`config.mk`:
```
export PLATFORM = sky130hd
export DESIGN_NAME = ps2_rx_frame
export DESIGN_NICKNAME = d
export VERILOG_FILES = /design/src/rtl/ps2_rx_frame.sv
export SDC_FILE = /design/constraint.sdc
export NUM_CORES = 1
export LEC_CHECK = 0
export CORE_MARGIN = 2
export CORE_UTILIZATION = 45
export CTS_BUF_LIST = sky130_fd_sc_hd__clkbuf_8
export CTS_CLUSTER_SIZE = 8
export DETAILED_ROUTE_END_ITERATION = 10
export HOLD_SLACK_MARGIN = 0.02
export PLACE_DENSITY_LB_ADDON = 0.25
export RECOVER_POWER = 100
export SLEW_MARGIN = 20
export SYNTH_ARGS = -nofsm -noshare
export SYNTH_HDL_FRONTEND = slang
export SYNTH_SLANG_ARGS = --single-unit
```
`constraint.sdc`:
```
create_clock -name clk -period 2.3 [get_ports clk]
set_input_delay 0.46 -clock clk [delete_from_list [all_inputs] [get_ports clk]]
set_output_delay 0.46 -clock clk [all_outputs]
set_load 0.005 [all_outputs]
```
`src/rtl/ps2_rx_frame.sv`:
```
`default_nettype none
// ============================================================================
//  Module      : ps2_rx_frame
//  Description : PS/2 serial frame receiver. Samples the data line on each
//                falling-edge tick of the PS/2 clock and assembles an
//                11-bit frame: start, DATA_BITS data bits LSB-first, odd
//                parity, stop. Delivers good bytes, error pulses and an
//                inter-bit timeout abort.
//  Revision    : 1.0 - initial release
// ============================================================================
module ps2_rx_frame #(
  parameter int DATA_BITS      = 8,
  parameter int TIMEOUT_CYCLES = 5000
) (
  input  logic                 clk,
  input  logic                 rst,
  input  logic                 fall_tick,
  input  logic                 data_in,
  output logic [DATA_BITS-1:0] data_out,
  output logic                 data_valid,
  output logic                 parity_err,
  output logic                 frame_err,
  output logic                 timeout_err,
  output logic                 busy
);

  localparam int TIMER_W = $clog2(TIMEOUT_CYCLES);
  localparam int CNT_W   = $clog2(DATA_BITS) + 1;

  localparam logic [TIMER_W-1:0] TIMER_LIMIT = TIMER_W'(TIMEOUT_CYCLES - 1);
  localparam logic [CNT_W-1:0]   LAST_BIT    = CNT_W'(DATA_BITS - 1);

  typedef enum logic [1:0] {
    IDLE   = 2'd0,
    DATA   = 2'd1,
    PARITY = 2'd2,
    STOP   = 2'd3
  } state_t;

  state_t               state;
  logic [DATA_BITS-1:0] shift_reg;
  logic [CNT_W-1:0]     bit_cnt;
  logic [TIMER_W-1:0]   timer;
  logic                 parity_bit;

  // The limit is only acted on when no tick arrives in the same cycle,
  // so a tick landing exactly on the limit still advances the frame.
  logic timeout_hit;
  assign timeout_hit = (state != IDLE) && !fall_tick && (timer == TIMER_LIMIT);

  // Frame FSM with inter-bit timer; every output is a register.
  always_ff @(posedge clk or negedge rst) begin
    if (!rst) begin
      state       <= IDLE;
      shift_reg   <= '0;
      bit_cnt     <= '0;
      timer       <= '0;
      parity_bit  <= 1'b0;
      data_out    <= '0;
      data_valid  <= 1'b0;
      parity_err  <= 1'b0;
      frame_err   <= 1'b0;
      timeout_err <= 1'b0;
      busy        <= 1'b0;
    end else begin
      data_valid  <= 1'b0;
      parity_err  <= 1'b0;
      frame_err   <= 1'b0;
      timeout_err <= 1'b0;

      if (state == IDLE || fall_tick || timeout_hit) begin
        timer <= '0;
      end else begin
        timer <= timer + 1'b1;
      end

      if (timeout_hit) begin
        state       <= IDLE;
        bit_cnt     <= '0;
        busy        <= 1'b0;
        timeout_err <= 1'b1;
      end else if (fall_tick) begin
        case (state)
          IDLE: begin
            // A high level on a tick is not a start bit; stay put silently.
            if (!data_in) begin
              state   <= DATA;
              bit_cnt <= '0;
              busy    <= 1'b1;
            end
          end
          DATA: begin
            // Right shift so the first (LSB) bit ends up at bit 0.
            shift_reg <= {data_in, shift_reg[DATA_BITS-1:1]};
            bit_cnt   <= bit_cnt + 1'b1;
            if (bit_cnt == LAST_BIT) begin
              state <= PARITY;
            end
          end
          PARITY: begin
            parity_bit <= data_in;
            state      <= STOP;
          end
          STOP: begin
            state   <= IDLE;
            bit_cnt <= '0;
            busy    <= 1'b0;
            // Bad stop bit outranks bad parity.
            if (!data_in) begin
              frame_err <= 1'b1;
            end else if ((^shift_reg ^ parity_bit) != 1'b1) begin
              parity_err <= 1'b1;
            end else begin
              data_out   <= shift_reg;
              data_valid <= 1'b1;
            end
          end
          default: begin
            state <= IDLE;
            busy  <= 1'b0;
          end
        endcase
      end
    end
  end

endmodule
`default_nettype wire

```
==> results.toml <==
[run_status]
status = "finished, final reports clean"

[global_routing]
met1_usage_pct = 21.9
grt_first_pass_wirelength_um = 6330
grtUsageTotal_pct = 16.2
grt_busiest_layer = "met2"
met2_usage_pct = 24.7
grt_pass1_vias = 1332
grt-ovfl-total = 0
gr-usage-met3_pct = 4.62
antenna_found_initial = 0
grt_max_degree = 42

[route]
firstDrtPassIters = 4
drt_wl_total_um = 3520
vias = 1308
avgViaCountPerCell = 5.32
avgRoutedWirePerCell_um = 14.3
drt-initial-drc-count = 81
final_antenna_net_count = 0
drc = 0

[final_layout]
ff_latch_area_mm2 = 0.00103
final_cell_mix = "41 x dfrtp_1, 22 x nor2_1, 15 x mux2_2, 15 x dlygate4sd3_1"
layout.cells.most_common = "dfrtp_1"
multi_input_area_um2 = 893
syn_to_final_growth_pct = 17.1
design_area_mm2 = 0.00229
fill_cells = 359
diodes = 0
largest_reg_flops = 13
nNetsFinal = 206
drive_gt1_share_pct = 13.3

[timing]
drv_slew = 0
slew_headroom_pct = 34.9
hold_viol = 0
timing.hold.ws_ns = 0.397
fin_setup_tns_ns = 0
min_period_over_period_pct = 88.9
tightest_slew_ns = 0.976
clock.fmax_mhz = 489
fin_crit_ns = 2.05
skew_ns = 0.0114
rsz0062_at_grt = "false"
setup_viol = 0

[clock_network]
holdBufCountCts = 0
cts_setup_buffers = 0
cts_max_path_buffers = 2
clock_latency_ns = 0.29
cts_buffers = 5
cts_resized = 0
cts_tree = "yes"
cts.htree.levels = 2
clockRootBuffer = "clkbuf_8"
clk_pin_slew_ns = 0.08
cts_sinks = 41

[synthesis]
ys_types = 33
async_flop_share_pct = 100
ys_seq_area_share_pct = 52.4
syn_area_per_cell_um2 = 11.3
synthCells = 173
ys_seq_elements = 41
syn_area_mm2 = 0.00196
synth-main-ff-cell = "dfrtp_1"
syn_nets = 184
synth-edff-count = 0
yosys_warnings = 0

[power_and_ir_drop]
power.leakage_nw = 1.07
ir_drop_mv = 0.734
cellPowerDensity_mw_per_mm2 = 1180

[floorplan]
dieHeight_um = 70.0
fp-row-count = 23
die_w_um = 70.0
io_pins = 17
die_area_mm2 = 0.00490
initial_core_util_pct = 47.9
coreArea_mm2 = 0.00409

[hold_path]
hold_path_class = "in -> async"

[setup_path]
startpoint_type = "input pin"
r2r_start = "shift_reg[2]"
worstPathMaxFanout = 10
crit_start = "fall_tick"
critical_path.cell_chain = "dlygate4sd3_1 -> clkbuf_1 -> a21bo_1 -> a21oi_1 -> nor2_1 -> a211oi_1"
critPathSlowestCell = "dlygate4sd3_1"
crit_required_ns = 2.50
critical_path.max_stage_delay_ns = 0.55
end_kind = "flop"
crit_type = "in -> reg"
crit_arrival_ns = 2.24

[run]
maxCapViolCount = 0

[place]
gp_congestion = 0.857
place_area_mm2 = 0.00218
portBuffers = 16
place_hpwl_um = 2520
## layout make-up
type,count,area share (%)
Multi-Input combinational cell,122,39.0
Clock buffer,6,3.60
Timing Repair Buffer,19,7.48
Sequential cell,41,44.8
Inverter,6,0.983
Tap cell,50,2.73
Clock inverter,2,1.47
## Yosys cell counts, drive strengths merged, types with 2 or more instances
cell / number / area share [%]
xnor2: 10 / 4.5
nand4: 4 / 1.3
nand3: 10 / 2.6
a21oi: 5 / 1.3
nor4b: 2 / 0.89
nor2: 22 / 4.2
and3: 4 / 1.3
nor3: 6 / 1.5
xnor3: 2 / 2.4
ha: 7 / 4.5
mux2i: 2 / 1.7
o21ai: 4 / 1.0
dfrtp: 41 / 52
xor2: 5 / 2.2
mux2: 15 / 8.6
clkbuf: 4 / 0.77
nand2: 8 / 1.5
nor4: 2 / 0.64
nor3b: 2 / 0.77
inv: 6 / 1.2
nor2b: 2 / 0.64
## final timing paths
check | depth (start not counted) | slack [ns] | end
worst max-delay path | 6 | 0.25 | state[0]
worst min-delay path | 2 | 0.40 | timer[9]
worst max register to register | 4 | 0.29 | data_out[2]
worst min register to register | 1 | 0.50 | data_out[4]
max in group asynchronous | 2 | 1.30 | bit_cnt[1]
min in group clk | 1 | 0.50 | data_out[4]
## cell families (layout without fill, tap and decap cells)
logic type,after synthesis,after routing,share of synthesized area [%]
and+or+nand+nor,66,66,17.1
DFF,41,41,52.4
xor gates and xnor gates,17,17,9.07
muxes,17,17,10.3
AOI/OAI and AO/OA,15,15,4.73
buffers and inverters,10,33,1.92
adders and majority gates,7,7,4.47
## metal layers
layer  part of all wire, %  up-vias
met1                    48      634
met2                    46       23
li1                      -      643
met4                   1.9        0
met3                   3.5        8
met5                     0        -
## critical path: cells and delay by family
kind / cells / cell delay [ns]
simple gates: 1 / 0.07
buf+inv: 2 / 0.90
compound gates: 3 / 0.80
## metrics by stage
step | util [%] | setup WS [ns] | power (mW) | instances
detailed placement | 53.4 | 0.156 | 2.19 | 238
CTS | 56.3 | 0.329 | 2.78 | 246
global route | 56.1 | 0.160 | 2.90 | 246
finish | 56.1 | 0.255 | 2.70 | 246
global placement | 53.4 | 0.214 | 2.13 | 238
floorplan | - | 0.492 | 1.84 | 173
## report_power, final
group | total, mW | leakage [nW] | internal, mW | switching, mW
clock | 0.587 | 0.0626 | 0.349 | 0.238
combinational | 1.01 | 0.466 | 0.562 | 0.444
sequential | 1.11 | 0.543 | 0.930 | 0.180
Note: power is estimated with default switching activity, not from simulation.
